[config.mk]
export PLATFORM = sky130hd
export DESIGN_NAME = mdu_iterative
export DESIGN_NICKNAME = d
export VERILOG_FILES = /design/src/rtl/mdu_iterative.sv
export SDC_FILE = /design/constraint.sdc
export NUM_CORES = 1
export LEC_CHECK = 0
export BUFFER_PORTS_ARGS = -buffer_cell sky130_fd_sc_hd__buf_2
export CAP_MARGIN = 5
export CORE_MARGIN = 1.5
export CORE_UTILIZATION = 40
export CTS_BUF_LIST = sky130_fd_sc_hd__clkbuf_16
export DETAILED_ROUTE_END_ITERATION = 10
export HOLD_SLACK_MARGIN = 0.12
export SLEW_MARGIN = 5
export SYNTH_ARGS = -nofsm -noshare
export SYNTH_HDL_FRONTEND = slang
export SYNTH_SLANG_ARGS = --single-unit
[constraint.sdc]
create_clock -name clock -period 5.5 [get_ports clock]
set_clock_uncertainty 0.15 [all_clocks]
set_input_delay 0.275 -clock clock [delete_from_list [all_inputs] [get_ports clock]]
set_output_delay 0.275 -clock clock [all_outputs]
set_load 0.03 [all_outputs]
[src/rtl/mdu_iterative.sv]
// Iterative multiply/divide unit with architectural HI/LO: shift-add multiply, restoring divide.
// Optional macro MDU_SIGNED_EN enables signed MULT/DIV; without it they behave as MULTU/DIVU.
module mdu_iterative #(
  parameter  int DATA_W = 32,
  localparam int CNT_W  = $clog2(DATA_W) + 1
) (
  input  logic              clock,
  input  logic              reset,
  input  logic              start,
  input  logic [2:0]        op,
  input  logic [DATA_W-1:0] rs,
  input  logic [DATA_W-1:0] rt,
  output logic              busy,
  output logic              done,
  output logic              div_by_zero,
  output logic [DATA_W-1:0] hi,
  output logic [DATA_W-1:0] lo
);

  typedef enum logic [1:0] {IDLE, CALC, FIX} state_t;

  state_t              state;
  logic [CNT_W-1:0]    cnt;
  logic [2*DATA_W-1:0] prod;
  logic [DATA_W-1:0]   quo, rem, b;
  logic                is_div, dz;

  logic [DATA_W-1:0]   a_mag, b_mag;
  logic [2*DATA_W-1:0] p_fix;
  logic [DATA_W-1:0]   q_fix, r_fix;

`ifdef MDU_SIGNED_EN
  logic a_neg, b_neg, neg_q, neg_r;
  // op[0]=0 selects the signed variants (MULT, DIV)
  assign a_neg = ~op[0] & rs[DATA_W-1];
  assign b_neg = ~op[0] & rt[DATA_W-1];
  assign a_mag = a_neg ? -rs : rs;
  assign b_mag = b_neg ? -rt : rt;
  assign p_fix = neg_q ? -prod : prod;
  assign q_fix = neg_q ? -quo : quo;
  assign r_fix = neg_r ? -rem : rem;
`else
  assign a_mag = rs;
  assign b_mag = rt;
  assign p_fix = prod;
  assign q_fix = quo;
  assign r_fix = rem;
`endif

  // Multiply step: add multiplicand into the upper half, then shift the pair right.
  logic [DATA_W:0] mul_sum;
  assign mul_sum = {1'b0, prod[2*DATA_W-1:DATA_W]} + (prod[0] ? {1'b0, b} : '0);

  // Divide step: trial subtract on the (DATA_W+1)-bit shifted partial remainder.
  logic [DATA_W:0]   div_sh;
  logic [DATA_W-1:0] div_diff;
  logic              div_ge;
  assign div_sh   = {rem, quo[DATA_W-1]};
  assign div_ge   = div_sh >= {1'b0, b};
  assign div_diff = div_sh[DATA_W-1:0] - b;

  always_ff @(posedge clock) begin
    if (reset) begin
      state       <= IDLE;
      cnt         <= '0;
      prod        <= '0;
      quo         <= '0;
      rem         <= '0;
      b           <= '0;
      is_div      <= 1'b0;
      dz          <= 1'b0;
      busy        <= 1'b0;
      done        <= 1'b0;
      div_by_zero <= 1'b0;
      hi          <= '0;
      lo          <= '0;
`ifdef MDU_SIGNED_EN
      neg_q       <= 1'b0;
      neg_r       <= 1'b0;
`endif
    end else begin
      done        <= 1'b0;
      div_by_zero <= 1'b0;
      case (state)
        IDLE: if (start) begin
          case (op)
            3'b000, 3'b001, 3'b010, 3'b011: begin
              prod   <= {{DATA_W{1'b0}}, a_mag};
              quo    <= a_mag;
              rem    <= '0;
              b      <= b_mag;
              is_div <= op[1];
              dz     <= op[1] && (rt == '0);
`ifdef MDU_SIGNED_EN
              neg_q  <= a_neg ^ b_neg;
              neg_r  <= a_neg;
`endif
              cnt    <= '0;
              busy   <= 1'b1;
              state  <= CALC;
            end
            3'b100:  hi <= rs;
            3'b101:  lo <= rs;
            default: ;
          endcase
        end
        CALC: begin
          if (is_div) begin
            rem <= div_ge ? div_diff : div_sh[DATA_W-1:0];
            quo <= {quo[DATA_W-2:0], div_ge};
          end else begin
            prod <= {mul_sum, prod[DATA_W-1:1]};
          end
          cnt <= cnt + 1'b1;
          if (cnt == CNT_W'(DATA_W - 1)) state <= FIX;
        end
        FIX: begin
          // Divide-by-zero: remainder path already yields the original rs.
          hi          <= is_div ? r_fix : p_fix[2*DATA_W-1:DATA_W];
          lo          <= is_div ? (dz ? '1 : q_fix) : p_fix[DATA_W-1:0];
          done        <= 1'b1;
          div_by_zero <= dz;
          busy        <= 1'b0;
          state       <= IDLE;
        end
        default: state <= IDLE;
      endcase
    end
  end

endmodule

-- After elaboration in Yosys (flattened, before gate mapping)
Cells that the tools add are included.
- logic and storage cells: 83
- input port bits: 70
- output and inout bits: 67
- bits in registers: 237
- reductions and logical operators: 16
- order comparisons: 1
- add/sub/neg operators: 3
- muxes and demuxes: 34
- equal/unequal tests: 15
- bitwise gates (word level): 1
- operator list (kind ; number):
    $mux 32 ; 15
    $pmux 32 s2 ; 4
    $mux 64 ; 3
    $pmux 64 s2 ; 1
    $add 32x32->33 ; 1
    $ge 33x32->1 ; 1
    $logic_not 32->1 ; 1
    $sub 32x32->32 ; 1
    $reduce_and 3->1 ; 6
    $mux 6 ; 2
    $pmux 6 s2 ; 1
    $ne 2x2->1 const B ; 4
    $reduce_and 4->1 ; 2
    $add 6x1->6 const B ; 1
    $eq 3x2->1 const B ; 2
    $eq 3x3->1 const B ; 2
    $eq 6x5->1 const B ; 1
    $mux 2 ; 3
    $ne 2x1->1 const B ; 3
    $pmux 2 s2 ; 1
    $reduce_bool 2->1 ; 2
    $reduce_or 4->1 ; 1
    $eq 3x1->1 const B ; 1
    $logic_not 3->1 ; 1
    other kinds (8) ; 10

-- Longest topological paths before layout
Gate-level depths: netlist of the first run.
- depth after elaboration: 5
- mapped depth: 14
- gate-level depth less buffers: 13

-- Worst setup path after synthesis of the first run
Ideal clock, no wire load.
- path type: register to register
- from: register prod[0], in the netlist p_fix[0]
- to: register prod[60], in the netlist p_fix[60]
- data required time: 5233 ps
- period minus slack after synthesis: 3014 ps
- setup slack: 2486 ps
- arrival: 2747 ps
- library setup time: 117 ps
- buffers on the path: 1
- cell stages (with the launch flop): 14
- path through: dfxtp_1 > clkbuf_1 > nand2_1 > inv_1 > ha_1 > a21o_1 > a21o_1 > a2111oi_4 > o21ai_1 > a41oi_2 > o41ai_2 > o31ai_2 > xnor2_1 > a22o_1
- cells in the longest elaborated chain, start to end: 4
- RTL lines (what ; RTL line ; source):
    start, declared ; 24 ; logic [2*DATA_W-1:0] prod;
    start signal, assigned ; 88 ; prod <= {{DATA_W{1'b0}}, a_mag};
    start signal, assigned ; 112 ; prod <= {mul_sum, prod[DATA_W-1:1]};
    $mux 32 ; 52 ; assign mul_sum = {1'b0, prod[2*DATA_W-1:DATA_W]} + (prod[0] ? {1'b0, b} : '0);
    $add 32x32->33 ; 52 ;
    $mux 64 ; 108 ; if (is_div) begin
    $pmux 64 s2 ; 84 ; case (state)
No other way between the ends. The select of a mux whose other input is x is not followed.
A chain may end at the register's enable or synchronous reset.

-- Worst setup path after layout of the first run
- from: register prod[0], in the netlist p_fix[0]
- to: register prod[63], in the netlist p_fix[63]
The elaborated chain is that of the path after synthesis.

==> results of run 1 <==
==> flip-flops by register name, indices dropped and copies added, names as in the netlist, 2 cells and up <==
| signal | flops |
|---|---|
| b | 32 |
| r_fix | 32 |
| hi | 32 |
| q_fix | 32 |
| cnt | 6 |
| p_fix | 64 |
| lo | 32 |
| state | 2 |
==> worst max-delay path by stage <==
stage,slack (ns),depth (start not counted),startpoint,to
detailed placement,1.57,12,p_fix[0]$_SDFFE_PP0P_,p_fix[63]$_SDFFE_PP0P_
finish,1.44,12,p_fix[0]$_SDFFE_PP0P_,p_fix[63]$_SDFFE_PP0P_
floorplan,2.49,13,p_fix[0]$_SDFFE_PP0P_,p_fix[60]$_SDFFE_PP0P_
global placement,1.62,12,p_fix[0]$_SDFFE_PP0P_,p_fix[63]$_SDFFE_PP0P_
global route,1.15,12,p_fix[0]$_SDFFE_PP0P_,p_fix[63]$_SDFFE_PP0P_
CTS,1.52,12,p_fix[0]$_SDFFE_PP0P_,p_fix[63]$_SDFFE_PP0P_
==> logic make-up after synthesis <==
| group | after synthesis | share of synthesized area, % |
|---|---|---|
| AO/OA/AOI/OAI | 516 | 26.6 |
| flip-flops | 237 | 35.7 |
| XOR/XNOR | 52 | 3.43 |
| AND/OR/NAND/NOR | 587 | 19.2 |
| multiplexers | 49 | 3.99 |
| buffers and inverters | 160 | 4.69 |
| adder cells (fa/ha/maj) | 67 | 6.42 |
==> final cells by class <==
| cell class | instances | area, um2 |
|---|---|---|
| fillers | 3220 | 16600 |
| clock buffers | 27 | 676 |
| flip-flops and latches | 237 | 4750 |
| inverters | 46 | 173 |
| clock inverters | 19 | 165 |
| well taps | 442 | 553 |
| repair buffers | 246 | 1740 |
| multi-input cells | 1271 | 7980 |
==> critical path, stage by stage, from the launching register on <==
cell and delay, ns:
dfxtp_1 1.05, and2_1 0.24, ha_1 0.17, inv_1 0.06, fa_1 0.37, nor2b_1 0.22, o31a_1 0.24, o2111ai_1 0.22
nand3_1 0.19, o31ai_2 0.11, o21ai_1 0.36, a31oi_1 0.19, a2111oi_0 0.38
==> power groups by stage <==
stage | combinational, mW | sequential [mW] | clock [mW]
after detailed placement | 0.552 | 1.86 | 0
after CTS | 0.603 | 1.83 | 1.79
after global routing | 0.666 | 1.83 | 1.86
final | 0.606 | 1.83 | 1.75
after global placement | 0.547 | 1.86 | 0
after floorplan | 0.379 | 1.87 | 0
==> metal layers <==
metal	vias to the layer above	global-route usage [%]	wire length, um	part of all wire (%)
li1	6335	-	-	-
met1	6152	32.7	19400	46
met2	368	40.1	19100	46
met3	82	2.67	1840	4.4
met4	0	7.87	1450	3.5
met5	-	0	0	0
==> cells in the mapped netlist, drive strengths merged, types with 35 or more instances <==
cell type,count
nand2,310
clkbuf,99
inv,46
ha,65
a21oi,174
nor2,138
a31oi,35
a311oi,51
o21ai,60
and2,40
o221ai,35
dfxtp,237
==> summary.md, run 1 <==
| Metric | Value |
|---|---|
| Status | `completed` |
| Vias in the first global route | `12200` |
| Antenna Violating Nets Remaining | `0` |
| Final nets | `1966` |
| Cell count after synthesis | `1668` |
| Syn Nets | `1805` |
| Final Max Tran Viols | `0` |
| Worst R2R Start | `p_fix[0]$_SDFFE_PP0P_` |
| Peak supply drop | `0.000215 V` |
| P_leak | `6.65 nW` |
| H-tree depth | `1` |
| Starting DRT DRC Count | `874` |
| Internal power | `3.04 mW` |
| Clock transition at path regs | `0.06 ns` |
| FF+latch count, synth | `237` |
| Final Routed Wirelength | `41.8 mm` |
| Worst EP required | `5.76 ns` |
| CTS Sinks | `237` |
| Inserted Clock Buffers | `27` |
| # hold bufs at CTS | `89` |
| Die Span Y | `185 um` |
| Top cell type's share of synthesized area | `35.7%` |
| Max clock buf depth | `3` |
| R2R cell count | `12` |
| Final period util | `73.9%` |
| DRC | `0` |
| CP Max Fanout | `34` |
| R2r setup slk | `1.44 ns` |
| Post-route setup TNS | `0 ns` |
| Reg2Reg Capture Point | `p_fix[63]$_SDFFE_PP0P_` |
| Hold path cells | `5` |
| Total number of yosys warnings | `0` |
| Hold Path Class | `in2reg` |
| Clk pwr share | `41.8%` |
| Worst Path Class, Setup | `reg2reg` |
| Top_reg_cell synth | `dfxtp_1` |
| Chip width | `185 um` |
| I/O Buffers | `136` |
| Endpoint class of the critical path | `flop` |
| Design area | `16000 um2` |
| WL/cell | `18.3 um` |
| Combinational share of power | `14.5%` |
| Largest net degree at the start of global routing | `77` |
| Part of the power in registers | `43.7%` |
| Die ar. | `34300 um2` |
| Hold EP | `state[0]$_SDFFE_PP0P_` |
| Most frequent cells in the layout | `nand2_1, dfxtp_1, a21oi_1` |
| Non-Filler Instances | `2288` |
| Vias/cell | `5.65` |
| Crit path DAT | `4.33 ns` |
| Mean Syn Cell Area | `7.97 um2` |
| Core Box Area | `32600 um2` |
| Hold_sp | `start` |
| DP Area | `14300 um2` |
| EDFF count, synth | `0` |
| Fmax | `0.246 GHz` |
| RSZ-0062 raised after global routing | `no` |
| Area grow syn2layout | `20.6%` |
| Antenna violations before repair | `0` |
| NetSw | `1.15 mW` |
| PostCTS Resize Cnt | `0` |
| Synth cell types | `72` |
| Rows | `66` |
| Gr usage total | `24.2%` |
| CTS tree | `yes` |
| Clk root buf | `clkbuf_16` |
| Worst slew pin tran | `1.16 ns` |
| GPL Wtd Cong | `0.908` |
| Switching Share | `27.4%` |
| Mapped Area | `13300 um2` |
| Rel. slew slack | `21.8%` |
| First-pass DRT Iterations | `5` |
| Detailed-placement wirelength estimate | `28.7 mm` |
| Clock latency on the worst-skew pair | `0.54 ns` |
| Global-route wire length before repair | `66.4 mm` |
| Post-CTS Setup Inserts | `0` |
| Max_cap viols | `0` |
| Via Count | `12900` |
| Power Density | `261 nW/um2` |
| Async SR Flop Fraction | `0%` |
| Register area share after synthesis | `35.7%` |
| Final count of negative-setup-slack endpoints | `0` |
| Commonest non-fill, non-tap cell in the layout | `nand2_1` |
| Starting density of the core | `40.7%` |
| Pre-CTS WS | `1.57 ns` |
| Layout cells sized above 1 | `14.0%` |
| Post-layout util | `49.1%` |
| Yosys top cell by area | `dfxtp_1` |
| Hold_ws | `0.221 ns` |
| Count of placed standard cells including taps | `2153` |
| Worst Slack Setup Final | `1.44 ns` |
| Final hold vios | `0` |
| Overflow after GRT | `0` |
| Tot Pwr | `4.19 mW` |
| Antenna Cells | `0` |
| Leading post-synthesis cells by cell area | `dfxtp_1, nand2_1, a21oi_1` |
| Ports | `137` |
| Fin crit period | `4.06 ns` |
| Worst setup SP type | `flop` |
Power figures use the tool's default switching activity.
==> inputs of run 2 (changes only) <==
==> constraint.sdc (replaced) <==
create_clock -name clock -period 4.15 [get_ports clock]
set_clock_uncertainty 0.15 [all_clocks]
set_input_delay 0.2075 -clock clock [delete_from_list [all_inputs] [get_ports clock]]
set_output_delay 0.2075 -clock clock [all_outputs]
set_load 0.03 [all_outputs]
==> run 2 against run 1 <==
  * Sequential share of layout area is 0.11 points higher
  * Via count is 0.57% lower
  * Fmax rose by 9.8%
  * Clock power is 45% higher
  * Sequential power is 32% higher
  * Critical path type unchanged
  * Largest cell class unchanged
==> summary.md, run 2 (synthesized netlist as in run 1, its figures left out) <==
| Metric | Value |
|---|---|
| Post-route setup TNS | `0 ns` |
| Max_cap viols | `0` |
| Global-route wire length before repair | `66.9 mm` |
| Layout cells sized above 1 | `14.7%` |
| Fmax | `0.270 GHz` |
| Number of flip-flops under the largest register name | `64` |
| Post-layout util | `48.9%` |
| WL met1 | `19.8 mm` |
| Worst setup SP type | `flop` |
| Starting DRT DRC Count | `1131` |
| Worst EP required | `4.43 ns` |
| Chip width | `185 um` |
| Final count of negative-setup-slack endpoints | `0` |
| WL met2 | `19.7 mm` |
| Final hold vios | `0` |
| Largest net degree at the start of global routing | `82` |
| Critical Path Most Common Cell | `a31oi_1` |
| CP cell instances | `buf_4, and2_1, ha_1, nand4_1, nor2_1, a31oi_1, nand3_1, o31ai_2, o21ai_1, a31oi_1, xnor2_1, a22o_1` |
| CP Max Fanout | `27` |
| Antenna Cells | `0` |
| Power Density | `361 nW/um2` |
| Hold Path Class | `in2reg` |
| Via Count | `12900` |
| Core Box Area | `32600 um2` |
| Clk root buf | `clkbuf_16` |
| Final period util | `89.2%` |
| Starting density of the core | `40.7%` |
| Worst slew pin tran | `0.897 ns` |
| Peak supply drop | `0.000323 V` |
| RSZ-0062 raised after global routing | `no` |
| Status | `completed` |
| CTS Sinks | `237` |
| GPL Wtd Cong | `0.908` |
| Post-CTS Setup Inserts | `0` |
| Uppermost layer routed | `met4` |
| Ports | `137` |
| Antenna Violating Nets Remaining | `0` |
| Inserted Clock Buffers | `27` |
| Clock transition at path regs | `0.06 ns` |
| Filler Cells Inserted | `3183` |
| Count of placed standard cells including taps | `2159` |
| Final Routed Wirelength | `43.0 mm` |
| I/O Buffers | `136` |
| PostCTS Resize Cnt | `0` |
| WL met3 | `2.24 mm` |
| H-tree depth | `1` |
| Final nets | `1952` |
| Non-Filler Instances | `2276` |
| Vias/cell | `5.65` |
| Worst Path Class, Setup | `reg2reg` |
| Antenna violations before repair | `0` |
| Rows | `66` |
| WL/cell | `18.9 um` |
| Die ar. | `34300 um2` |
| Clock latency on the worst-skew pair | `0.54 ns` |
| Overflow after GRT | `0` |
| DRC | `0` |
| Max clock buf depth | `3` |
| Detailed-placement wirelength estimate | `29.9 mm` |
| Die Span Y | `185 um` |
| Crit path DAT | `3.98 ns` |
| Slowest CP cell | `dfxtp_1` |
| Most frequent cells in the layout | `nand2_1, dfxtp_1, a21oi_1` |
| Area grow syn2layout | `20.2%` |
| First-pass DRT Iterations | `7` |
| Endpoint class of the critical path | `flop` |
| Gr usage total | `24.5%` |
| CTS tree | `yes` |
| P_leak | `6.60 nW` |
| Fin crit period | `3.70 ns` |
| Commonest non-fill, non-tap cell in the layout | `nand2_1` |
| Max incr delay on CP | `0.50 ns` |
| Vias in the first global route | `12000` |
| Final Max Tran Viols | `0` |
| Rel. slew slack | `40.0%` |
## run 2: path summary, 6_finish.rpt
path	cells after the start	start	to	slack, ns
max	12	p_fix[0]$_SDFFE_PP0P_	p_fix[61]$_SDFFE_PP0P_	0.45
min	5	op[2]	state[0]$_SDFFE_PP0P_	0.15
max reg2reg	12	p_fix[0]$_SDFFE_PP0P_	p_fix[61]$_SDFFE_PP0P_	0.45
min reg2reg	2	busy$_SDFFE_PP0P_	busy$_SDFFE_PP0P_	0.31
## run 2: cell type report
class,count,area [um2],share of cell area (%)
sequential,237,4750,29.7
timing repair buffer,232,1590,9.98
inverter,46,173,1.08
tap,442,553,3.46
clock inverter,21,253,1.58
clock buffer,27,676,4.23
multi-input combinational,1271,7970,49.9
## run 2: repair_timing
action / in CTS / in global routing
hold buffers: 69 / 0
endpoints found under the setup margin: 0 / 0
hold endpoints to repair: 166 / 0
## run 2: metrics by stage
step                worst slack (ns)  total power [mW]  instance area [um2]  hold slack, ns
floorplan                       1.14              2.98                13300           0.193
global placement               0.545              3.20                14300           0.298
detailed placement             0.585              3.21                14300           0.312
CTS                            0.542              5.80                16000           0.122
global route                   0.190              5.98                16000           0.191
finish                         0.448              5.76                16000           0.148
## run 2: power breakdown
part | internal (mW) | switching (mW) | total (mW)
combinational | 0.309 | 0.495 | 0.804
sequential | 2.35 | 0.0634 | 2.42
clock | 1.55 | 0.993 | 2.54
total | 4.21 | 1.55 | 5.76
## run 2: routing by layer
| layer | GRT usage, % | vias up |
|---|---|---|
| li1 | - | 6309 |
| met1 | 33.2 | 6060 |
| met2 | 40.5 | 415 |
| met3 | 3.30 | 79 |
| met4 | 7.09 | 0 |
| met5 | 0 | - |
## run 2: critical path, delay by kind of cell (launching register included)
family	cells	cell delay, ns
fa+ha+maj	1	0.32
compound gates	5	1.36
simple gates	4	0.78
buf+inv	1	0.35
xor+xnor	1	0.11
flops	1	0.50
